[config.mk]
export PLATFORM = sky130hd
export DESIGN_NAME = dm_store_buf
export DESIGN_NICKNAME = d
export VERILOG_FILES = /design/src/rtl/dm_pkg.sv /design/src/rtl/dm_store_buf_align.sv /design/src/rtl/dm_store_buf.sv
export SDC_FILE = /design/constraint.sdc
export NUM_CORES = 1
export LEC_CHECK = 0
export ABC_AREA = 1
export BUFFER_PORTS_ARGS = -buffer_cell sky130_fd_sc_hd__buf_2
export CELL_PAD_IN_SITES_DETAIL_PLACEMENT = 1
export CELL_PAD_IN_SITES_GLOBAL_PLACEMENT = 1
export CORE_MARGIN = 2
export CORE_UTILIZATION = 40
export DETAILED_ROUTE_END_ITERATION = 12
export PLACE_DENSITY_LB_ADDON = 0.05
export SLEW_MARGIN = 20
export SYNTH_ARGS = -nofsm -noshare
export SYNTH_HDL_FRONTEND = slang
export SYNTH_SLANG_ARGS = --single-unit
[constraint.sdc]
create_clock -name clk -period 5.6 [get_ports clk]
set_input_delay 0.84 -clock clk [delete_from_list [all_inputs] [get_ports clk]]
set_output_delay 0.84 -clock clk [all_outputs]
set_load 0.02 [all_outputs]
[src/rtl/dm_pkg.sv]
// dm_pkg: shared store-width codes, buffered-entry layout and byte-mask helper
//   BT_W/BT_H/BT_B : bit_type encodings for SW, SH and SB
//   entry_t        : word address, lane-aligned write data, byte enables
//   be_mask        : expands byte enables to a 32-bit lane mask
package dm_pkg;
    localparam logic [2:0] BT_W = 3'b000;
    localparam logic [2:0] BT_H = 3'b001;
    localparam logic [2:0] BT_B = 3'b010;
    typedef struct packed {
        logic [29:0] addr;
        logic [31:0] wdata;
        logic [3:0]  be;
    } entry_t;
    function automatic logic [31:0] be_mask(input logic [3:0] be);
        return {{8{be[3]}}, {8{be[2]}}, {8{be[1]}}, {8{be[0]}}};
    endfunction
endpackage

[src/rtl/dm_store_buf_align.sv]
// store_align: combinational store alignment, byte enables and legality
//   addr     in  : byte address of the store
//   bit_type in  : store width code (BT_W/BT_H/BT_B, others illegal)
//   data     in  : rt value, payload in the low bits
//   ent      out : word address, lane-aligned data (unused lanes 0), byte enables
//   legal    out : width code known and address naturally aligned
module store_align import dm_pkg::*; (
    input  logic [31:0] addr,
    input  logic [2:0]  bit_type,
    input  logic [31:0] data,
    output entry_t      ent,
    output logic        legal
);
    always_comb begin
        ent.addr  = addr[31:2];
        legal     = (bit_type == BT_W && addr[1:0] == 2'b00) || (bit_type == BT_H && !addr[0]) || bit_type == BT_B;
        ent.be    = bit_type == BT_W ? 4'b1111 : bit_type == BT_H ? (addr[1] ? 4'b1100 : 4'b0011) : 4'b0001 << addr[1:0];
        ent.wdata = bit_type == BT_W ? data : bit_type == BT_H ? (addr[1] ? {data[15:0], 16'h0} : {16'h0, data[15:0]}) : {24'h0, data[7:0]} << {addr[1:0], 3'b000};
    end
endmodule

[src/rtl/dm_store_buf.sv]
// dm_store_buf: DEPTH-entry store buffer between the pipeline and data memory
//   clk, reset(active-low async)
//   st_valid/st_ready, st_addr, bit_type, st_data : store request from the pipeline
//   mem_req/mem_gnt, mem_addr, mem_wdata, mem_be  : head entry write to data memory
//   ld_addr/ld_hit : load word address matches a pending entry
//   empty, err (one-cycle pulse on dropped illegal store), err_addr
//   Optional DM_STORE_MERGE_EN: same-word stores merge into the tail entry.
module dm_store_buf import dm_pkg::*; #(
    parameter int DEPTH = 2
) (
    input  logic        clk,
    input  logic        reset,
    input  logic        st_valid,
    output logic        st_ready,
    input  logic [31:0] st_addr,
    input  logic [2:0]  bit_type,
    input  logic [31:0] st_data,
    output logic        mem_req,
    input  logic        mem_gnt,
    output logic [31:0] mem_addr,
    output logic [31:0] mem_wdata,
    output logic [3:0]  mem_be,
    input  logic [31:0] ld_addr,
    output logic        ld_hit,
    output logic        empty,
    output logic        err,
    output logic [31:0] err_addr
);
    localparam int PW = $clog2(DEPTH);
    entry_t mem [DEPTH];
    entry_t ent, head;
    logic [PW-1:0] wp, rp, tp;
    logic [PW:0] count;
    logic [DEPTH-1:0] live;
    logic legal, merge, accept, push, pop;
    logic unused;
    store_align u_align (
        .addr(st_addr),
        .bit_type(bit_type),
        .data(st_data),
        .ent(ent),
        .legal(legal)
    );
    assign tp = wp - PW'(1);
`ifdef DM_STORE_MERGE_EN
    // With two or more entries the tail is never the head, so it cannot be mid-grant.
    assign merge = legal && count >= (PW+1)'(2) && mem[tp].addr == ent.addr;
`else
    assign merge = 1'b0;
`endif
    assign st_ready = count != (PW+1)'(DEPTH) || merge;
    assign accept = st_valid && st_ready;
    assign push = accept && legal && !merge;
    assign pop = mem_req && mem_gnt;
    assign head = mem[rp];
    assign mem_req = count != '0;
    assign empty = count == '0;
    assign mem_addr = {head.addr, 2'b00};
    assign mem_wdata = head.wdata;
    assign mem_be = head.be;
    assign unused = &{1'b0, ld_addr[1:0]};
    // Slot g holds a pending entry when its distance from the head is below count.
    for (genvar g = 0; g < DEPTH; g++) begin : g_live
        assign live[g] = {1'b0, PW'(g) - rp} < count;
    end
    always_comb begin
        ld_hit = 1'b0;
        for (int i = 0; i < DEPTH; i++)
            ld_hit = ld_hit | (live[i] && mem[i].addr == ld_addr[31:2]);
    end
    always_ff @(posedge clk or negedge reset) begin
        if (!reset) begin
            wp       <= '0;
            rp       <= '0;
            count    <= '0;
            err      <= 1'b0;
            err_addr <= '0;
        end else begin
            if (push) wp <= wp + PW'(1);
            if (pop) rp <= rp + PW'(1);
            count <= count + (PW+1)'(push) - (PW+1)'(pop);
            err   <= accept && !legal;
            if (accept && !legal) err_addr <= st_addr;
        end
    end
    // New lanes of a merged store overwrite the tail; its other lanes are kept.
    always_ff @(posedge clk) begin
        if (push) mem[wp] <= ent;
        else if (accept && merge) mem[tp] <= '{addr: ent.addr, wdata: (mem[tp].wdata & ~be_mask(ent.be)) | ent.wdata, be: mem[tp].be | ent.be};
    end
endmodule

# Word level (Yosys, flattened, before mapping)
# Memories as Yosys holds them, arrays and structs flattened.
# Cells that the tools add are included.
# totals
reg_bits,37
ram_bits,132
inputBits,103
out_inout_bits,105
wordCells,46
n_memories,1
# mem_list
memory,depth,width,read_ports,rd_ports_with_merged_regs,wr,line,source
mem,2,66,3,0,1,dm_store_buf.sv:30,entry_t mem [DEPTH];
# classes
add_sub_neg,6
n_lt_le_gt_ge,2
n_eq_ne,5
shifts,2
muxes,8
bitwise_logic,1
n_reduce_logical,16
# op_table
op,n
$mux 32,3
$eq 30x30->1,2
$shl 8x5->32,1
$mux 4,3
$logic_and 1x1->1,8
$logic_not 2->1,2
$lt 1x2->1,2
$shl 1x2->4 const A,1
$eq 3x1->1 const B,1
$eq 3x2->1 const B,1
$logic_not 3->1,1
$add 1x1->1 const B,2
$add 2x1->2,1
$logic_not 1->1,2
$logic_or 1x1->1,2
$mux 1,2
$ne 2x2->1 const B,1
$reduce_bool 2->1,1
$sub 1x1->1 const A,2
$sub 2x1->2,1
$or 1x1->1,1

# Logic depth before layout (Yosys ltp)
# Gate-level depths: netlist of run 1.
# logic_depth
depth_word,7
depth_mapped,10
depth_no_buf,10

# Hierarchy
# Synthesis of run 1 repeated with hierarchy kept, for this count alone.
# hier_totals
hier_cells,877
hier_area_um2,8119.0
# modules_own_cells
module,n_inst,cells_each,area_per_inst_um2,seq_area_each_um2
dm_store_buf,1,695,7210.7,4889.7
store_align,1,182,908.4,0.0

# Worst setup path before layout of run 1
# No wires, ideal clock.
# synth_timing
path_type,input -> register
startpoint,input bit_type[2]
endpoint,"memory mem[1][0] (netlist bit), enable pin"
setup_ns,0.492
t_arrival_ns,4.113
required_ns,5.108
path_slack_ns,0.996
stages,5
path_buffers,0
path_cell_list,nor2_2 > o211ai_2 > nand2_1 > nand2_1 > nor2_1
# synth_via
elab_chain_cells,7
elab_cells_between_ends,10
classes_between,2 x eq/ne; 2 x mux; 6 x reduce/logical
# synth_lines
item,line,source
"start, declared",dm_store_buf.sv:16,"input logic [2:0] bit_type,"
$eq 3x1->1 or $logic_not 3->1 (tied branches),dm_store_buf_align.sv:16,legal = (bit_type == BT_W && addr[1:0] == 2'b00) || (bit_type == BT_H && !addr[0]) || bit_type == BT_B;
$logic_and 1x1->1,dm_store_buf_align.sv:16,
$logic_or 1x1->1,dm_store_buf_align.sv:16,
$logic_or 1x1->1 *,dm_store_buf_align.sv:16,
$logic_and 1x1->1 *,dm_store_buf.sv:53,assign push = accept && legal && !merge;
$mux 1 *,dm_store_buf.sv:88,if (push) mem[wp] <= ent;
$mux 1 (implied by the code) *,dm_store_buf.sv:88,
"end, declared",dm_store_buf.sv:30,
# Mark *: on every way between the ends. The rest lies on a longest branch, timed or not.

# Worst setup path in the final report of run 1
# layout_timing
startpoint,register rp
endpoint,output mem_addr[14]
# layout_via
elab_chain_cells,1
# layout_lines
item,line,source
"start, declared",dm_store_buf.sv:32,"logic [PW-1:0] wp, rp, tp;"
"start signal, assigned",dm_store_buf.sv:80,if (pop) rp <= rp + PW'(1);
$mem_v2 2x66,n/a,
"end, declared",dm_store_buf.sv:20,"output logic [31:0] mem_addr,"
# No other way between the ends.

==> results, run 1 <==
- After global routing the overflow that remains totals 0.
- The number of CTS-inserted buffers is 17.
- In the final routed layout, each cell accounts on average for 16.8 um.
- Routability-driven placement finished with a final weighted congestion of just under 0.8.
- The final route contains 6146 vias.
- The area share of the leading cell type in the synthesized netlist is 50.8%.
- In the finished design, the share of the clock period the worst path needs comes to 56.1%.
- Timing would allow up to 0.318 GHz.
- The number of pins exceeding their max-slew limit in the final report was 0.
- For this run, global-route usage on met2 was measured as 38.2%.
- In this run the worst setup path terminates at mem_addr[14].
- The iteration-0 DRC count of the detailed router is 198.
- For this design, the sink count on the clock tree is 169.
- At the end of the flow, the number of nets in the layout was about 1100.
- STA classifies the critical path startpoint as a flop.
- The largest buffer count on any clock path is 2.
- Global routing used under 10% of the available met3 tracks.
- The count of maximum capacitance violations is 0.
- The via density per instance is about 4.7.
- After floorplanning, the core was divided into between 50 and 60 placement rows.
- The number of antenna violations at the first check in global routing came to 0.
- Setup repair after global routing left no endpoint under its margin.
- The final hold violation count was 0.
- The number of H-tree levels is 4.
- The kind of critical path is flop to output port.
- In the layout the commonest cells are sky130_fd_sc_hd__nand2_1 (390), sky130_fd_sc_hd__buf_2 (203), sky130_fd_sc_hd__edfxtp_1 (132).
- The run finished with clean final reports.
- The fill cell instance count of the final layout is 2313.
- The worst hold slack across all endpoints is 475 ps.
- The worst min-delay path category is flop to flop.
- The first-pass GRT wire length is about 34000 um.
- The number of setup buffers added after CTS is 0.
- The DRC violation count after routing is 0.
- In this run the horizontal extent of the chip is ~140 um.
- The tree is rooted in a sky130_fd_sc_hd__clkbuf_16.
- The average size of a mapped cell is 9.29 um^2.
- For this run, the number of Yosys warnings is 0.
- The dominant cell type by area after synthesis is sky130_fd_sc_hd__edfxtp_1.
- The met1 capacity usage during global routing is 26.8%.
- The measured slew at the worst slew-check pin is 941 ps.
- The data required time of the critical path is 4760 ps.
- The unique cell type count in the Yosys netlist is 29.
- STA classifies the critical path endpoint as an output port.
- In the synthesized netlist, the number of instances is between 800 and 900.
- In this run the tool buffered the top-level ports with 203 buffer cells.
- STA puts the critical path data arrival time at ~2300 ps.
- Of all nets on the critical path, the largest fanout is 42.
- The register-to-register setup slack is 3060 ps.
- The number of primary I/O pins is ~210.
- Adding up every negative setup slack in the final design gives 0 ps.
- The worst-case IR drop observed on VDD is about 0.00026 V.
- The number of global-route vias before repair is around 6300.
- Measured in cells, the most critical reg-to-reg path has a length of 7.
- The clock arrives with 9.15 ps of skew.
- The height of the die is between 100 and 150 um.
- Dividing total power by cell area gives a power density of 454 nW/um^2.
- The fraction of the yosys area taken by sequential cells is between 60% and 70%.
- Summed over all cells, the static leakage comes to roughly 0.0047 uW.
- The worst register-to-register path ends at mem[0][19].
- The worst hold path begins at err_addr[6].
- The clock insertion delay at the later pin of the skew report is ~430 ps.
- In the global route stage, overall resource usage came out at 22.1%.
- Entering global routing, the biggest net connects 54 pins.
- Setup violations remaining at the end of the flow were counted as 0.
- The initial cell density of the core is just over 40%.
- After layout, the worst setup slack is 2460 ps.
- The synthesized design contains 169 register bits.
- The startpoint of the worst register-to-register path is count[1].
- Post-CTS repair changed the size of 0 cells.
- The final critical-path required period is roughly 3100 ps.
- The most critical setup path has its startpoint at rp.
- The global routing stage identified its most utilized layer as met2.
- The relative slew slack is 37.3%.
- Once detail routing completed, the nets flagged for antenna violations numbered 0.
- The worst slack after detailed placement is about 2300 ps.
- The floorplan step defined a die boundary enclosing 20600 um^2.
- The number of buffers added to fix hold violations after cts is 0.
- In the final layout, the share of cells above drive strength 1 is between 20 and 25%.
- The number of iterations in the first detailed-routing pass is 6.
- TritonCTS built the clock tree.
- The core area is 19300 um^2.
- The repair_antennas step left the layout with diodes totalling 0.
- Compared with the post-synthesis result, the final layout area differs by 23.8%.
- The wire-length estimate of the detail-placed layout is 15900 um.
- The total power is between 4000 and 5000 uW.
- The library cell used most frequently in the layout, excluding fill and tap cells, is sky130_fd_sc_hd__nand2_1.
- In the post-synthesis netlist, the biggest area contributors are sky130_fd_sc_hd__edfxtp_1 (51%), sky130_fd_sc_hd__nand2_1 (19%), sky130_fd_sc_hd__dfrtp_1 (12%).
- After clock tree synthesis, the clock-pin slew on the worst setup and hold paths is 70 ps.
- After synthesis the cells add up to between 7000 and 8000 um^2.
- The final layout contains routed wiring with a total length of 22200 um.
[critical path: stages (launching register included)]
cell and delay, ps:
sky130_fd_sc_hd__dfrtp_2 620, sky130_fd_sc_hd__inv_2 310, sky130_fd_sc_hd__buf_4 490, sky130_fd_sc_hd__nand2_1 130, sky130_fd_sc_hd__nand2_1 110, sky130_fd_sc_hd__buf_2 170
[routing by layer]
metal / part of all wire, % / vias up
met4: 2.6 / 0
met1: 42 / 2929
met5: 0 / -
met2: 50 / 151
met3: 5.0 / 30
li1: - / 3036
[kinds of logic after synthesis]
logic type / synth area share [%]
buf+inv: 6.64
compound gates: 3.69
flops: 62.6
xor+xnor: 3.81
simple gates: 22.9
other cells: 0.0480
fa+ha+maj: 0.321
[registers in the layout, summed over array words and instances (netlist names)]
name,count
err_addr,32
err,1
count,2
rp,1
mem,132
wp,1
[power by group]
part           internal, uW  total [uW]  switching (uW)
logic                   446        1540            1090
clock network           666        1190             524
registers              1540        1660             117
total                  2660        4390            1730
[per-stage QoR]
| step | utilization, % | instance area, um^2 | instances |
|---|---|---|---|
| finish | 50.0 | 9660 | 1321 |
| detailed placement | 46.9 | 9070 | 1290 |
| global placement | 46.9 | 9070 | 1290 |
| global route | 50.0 | 9660 | 1321 |
| floorplan | - | 7810 | 841 |
| CTS | 50.0 | 9660 | 1321 |
[cells in the mapped netlist]
| cell type | instances |
|---|---|
| sky130_fd_sc_hd__o22ai_1 | 7 |
| sky130_fd_sc_hd__xnor2_1 | 30 |
| sky130_fd_sc_hd__edfxtp_1 | 132 |
| sky130_fd_sc_hd__clkbuf_1 | 10 |
| sky130_fd_sc_hd__inv_4 | 1 |
| sky130_fd_sc_hd__conb_1 | 1 |
| sky130_fd_sc_hd__inv_1 | 95 |
| sky130_fd_sc_hd__nand3_4 | 1 |
| sky130_fd_sc_hd__nand3_1 | 2 |
| sky130_fd_sc_hd__o211ai_1 | 7 |
| sky130_fd_sc_hd__buf_4 | 5 |
| sky130_fd_sc_hd__nand2_1 | 390 |
| sky130_fd_sc_hd__o21ai_1 | 4 |
| sky130_fd_sc_hd__or2_4 | 1 |
| sky130_fd_sc_hd__buf_2 | 4 |
| sky130_fd_sc_hd__buf_6 | 3 |
| sky130_fd_sc_hd__ha_1 | 2 |
| sky130_fd_sc_hd__a21oi_2 | 1 |
| sky130_fd_sc_hd__o21ai_0 | 28 |
| sky130_fd_sc_hd__inv_2 | 5 |
| sky130_fd_sc_hd__nand4_1 | 4 |
| sky130_fd_sc_hd__dfrtp_1 | 37 |
| sky130_fd_sc_hd__a21oi_1 | 2 |
| sky130_fd_sc_hd__nand2_2 | 11 |
| sky130_fd_sc_hd__xor2_1 | 4 |
| sky130_fd_sc_hd__o211ai_2 | 1 |
| sky130_fd_sc_hd__nor2_1 | 49 |
| sky130_fd_sc_hd__buf_1 | 2 |
| sky130_fd_sc_hd__nor2_2 | 1 |
[worst min path at each step]
stage	to	cells past startpoint
2_1_floorplan	wp	2
3_3_place_gp	err_addr[6]	2
3_5_place_dp	err_addr[6]	2
4_1_cts	err_addr[6]	2
5_1_grt	err_addr[8]	2
6_report	err_addr[6]	2
[layout make-up]
cell class                 count  area (um^2)  area share (%)
tap                          265          332            3.43
clock buffer                  17          425            4.40
multi-input combinational    547         2420            25.0
timing repair buffer         208         1050            10.9
clock inverter                14          160            1.66
sequential                   169         4890            50.6
inverter                     101          382            3.95
(Power assumes the default switching activity.)
==> inputs of run 2 (changes only) <==
==> constraint.sdc (replaced) <==
create_clock -name clk -period 2.9 [get_ports clk]
set_input_delay 0.435 -clock clk [delete_from_list [all_inputs] [get_ports clk]]
set_output_delay 0.435 -clock clk [all_outputs]
set_load 0.02 [all_outputs]
==> results, run 2 (synthesis results as in run 1) <==
- Sequential cells burn a little under two fifths of the power.
- In the routed design, unresolved DRC markers number 0.
- The standard cell with the maximum stage delay on the critical path is sky130_fd_sc_hd__dfrtp_2.
- The worst min-delay path category is input port to async pin.
- After detailed routing, the average wire length per cell comes to 16.8 um.
- Setup repair after global routing left no endpoint under its margin.
- Measured on the finished design, the core utilization comes to between 50% and 60%.
- Headroom to the max-slew limit came out at 33.6%.
- The peak per-stage delay on the critical path is 440 ps.
- The endpoint identified for the worst register-to-register timing path is count[1].
- The number of buffer cells added on primary ports is 203.
- The cell depth of the worst flop-to-flop path is 9.
- The measured slew at the worst slew-check pin is 997 ps.
- Gates resized during post-CTS repair numbered 0.
- The number of clock buffers added by TritonCTS is 17.
- The first-pass GRT wire length is 34000 um.
- The area growth from synthesis to layout is 24.6%.
- Setup violations remaining at the end of the flow were counted as 0.
- In this run the worst path has a maximum fanout of 35.
- The kind of critical path is flop to output port.
- Across the run, the number of max-cap violations was 0.
- Row generation in the floorplan step produced 51 rows.
- For this block, the via count after detailed routing is 6177.
- The floorplan step defined a die boundary enclosing a little over 20000 um^2.
- The top cell types in the final layout, fill and taps aside, are sky130_fd_sc_hd__nand2_1 (390), sky130_fd_sc_hd__buf_2 (203), sky130_fd_sc_hd__edfxtp_1 (132).
- The number of hold buffers added after CTS was 0.
- In the final layout, flip-flops and latches occupy around 4900 um^2.
- Across the VDD grid, the largest voltage drop is 0.000554 V.
- The category of the worst setup path launch point is a flop.
- Counting flops per register, the top entry is mem.
- The capturing element type of the critical path is an output port.
- Excluding fillers, the count of instances in the completed layout stands at roughly 1300.
- The final hold violation count is 0.
- The number of pins exceeding their max-slew limit in the final report is 0.
- The flow ran to the end, and the final reports show no timing, DRC or antenna violations.
- In this run the vertical extent of the chip is 144 um.
- The total overflow reported by the global router is 0.
- The total power is 8510 uW.
- The clock insertion delay at the later pin of the skew report is 430 ps.
- Walking the worst path, the cells encountered are buf_4 -> nand2_1 -> nand2_1 -> inv_1 -> nand2_1 -> nor2_1 -> nand2_1 -> nor2_1 -> nand2_1 -> nand2_1 -> buf_2.
- Combinational logic is responsible for 35.9% of the overall power.
- The worst endpoint data arrival time is 1940 ps.
- In this run, the number of DRC markers left after iteration 0 of detailed routing was 264.
- In the final layout, the registers with the most flip-flops are mem: 132 flops, err_addr: 32 flops, count: 2 flops.
- The data required time of the critical path is 2470 ps.
- The floorplan step defined a core boundary enclosing between 15000 and 20000 um^2.
- The clock passes through at most 2 buffers.
- The initial cell density of the core is 40.4%.
- Once detail routing completed, the nets flagged for antenna violations numbered 0.
- The leakage dissipation is 0.00469 uW.
- Internal power comes to 5180 uW.
- The flip-flop count of the largest register, all copies and words added is 132.
- The number of placed instances, taps included, is 1295.
- The via density per instance is 4.65.
- The worst register-to-register path has a setup slack of around 970 ps.
- The fill cell instance count of the final layout is 2268.
- Before antenna repair, the detailed router went through 7 iterations.
- The top achievable clock speed is 0.421 GHz.
- During I/O placement, the number of pins put on the boundary was 208.
- At the end of routability-driven placement, the weighted congestion stood at 0.782.
- The number of antenna diodes in the final layout is 0.
- The worst hold slack across all endpoints is 167 ps.
- The TritonCTS clock tree is built.
- Clock-pin slew was measured on the worst setup and hold paths at 70 ps.
- Cells with a size suffix above 1 make up 25.2% of the layout.
- Net switching is 39.1% of the power.
- The clock root buffer is sky130_fd_sc_hd__clkbuf_16.
- In this design, the critical path's most frequently occurring cell is sky130_fd_sc_hd__nand2_1.
- The commonest non-fill, non-tap cell in the layout is sky130_fd_sc_hd__nand2_1.
- After the last flow step, the layout net total stands at 1154.
- After detailed routing, the total wire length is 22200 um.
- The final critical-path required period is 2370 ps.
- The number of H-tree levels is 4.
- The startpoint of the worst register-to-register path is count[1].
- The global-route usage over all layers is 22.2%.
- The clock network fraction of design power is 27.1%.
- In the final layout, the multi-input gates occupy approximately 2400 um^2.
- The half-perimeter wire length of the detailed placement result is 16100 um.
- The horizontal die dimension is around 140 um.
- Once the clock tree was built, the setup fixing pass inserted 0 buffers.
- The number of global-route vias before repair came to roughly 6400.
- The worst path uses approximately four fifths of the clock period.
- For the final database, setup skew stands at 14.4 ps.
- The cell area power density is 875 nW/um^2.
- The clock net in this run drives a total of between 150 and 200 sinks.
- For this design the total switching power over the nets is ~3300 uW.
- Entering global routing, the biggest net connects 50 pins.
- The number of antenna violations at the first check in global routing is 1.
[run 2: changes by cell type in the layout (fill, tap and decap cells not counted)]
cell	change
sky130_fd_sc_hd__buf_4	+3
sky130_fd_sc_hd__buf_12	+2
sky130_fd_sc_hd__inv_6	-3
sky130_fd_sc_hd__clkinv_1	+1
sky130_fd_sc_hd__inv_8	+1
sky130_fd_sc_hd__clkinv_4	+2
[run 2: area by class of cell]
cell class,instances,share of cell area [%]
Multi-Input combinational cell,547,24.8
Timing Repair Buffer,213,11.5
Tap cell,265,3.41
Sequential cell,169,50.3
Inverter,101,3.92
Clock inverter,15,1.71
Clock buffer,17,4.37
[run 2: power groups by stage]
stage / Clock, uW / Combinational (uW) / Sequential, uW
global placement: 0 / 3080 / 3190
detailed placement: 0 / 3120 / 3200
floorplan: 0 / 1670 / 3440
global route: 2440 / 3390 / 3190
finish: 2300 / 3060 / 3150
CTS: 2350 / 3130 / 3160
[run 2: worst max-delay path, delay by kind of cell (launching register included)]
family	cells	cell delay [ps]
buffers and inverters	3	480
AND/OR/NAND/NOR	8	600
flip-flops	1	440
[run 2: how the worst max path moves through the flow]
stage,from,to,slack [ps],cells past startpoint
2_1_floorplan,bit_type[2],mem[1][0],-200,5
3_3_place_gp,bit_type[2],mem[1][17],770,7
3_5_place_dp,bit_type[2],mem[1][17],760,7
4_1_cts,rp,ld_hit,500,11
5_1_grt,rp,ld_hit,350,11
6_report,rp,ld_hit,530,11
[run 2: through the flow]
stage	setup WS [ps]	instance area [um^2]	setup TNS [ps]
2_1_floorplan	-198	7820	-24900
3_3_place_gp	772	9140	0
3_5_place_dp	764	9140	0
4_1_cts	504	9730	0
5_1_grt	353	9730	0
6_report	526	9730	0
[run 2: metal layers]
metal  wire [um]  track usage (%)  up-vias
met5          13                0        -
met1        8950             25.6     2958
met2       11700             39.9      143
li1            -                -     3052
met3        1300             6.66       22
met4         320             6.45        2
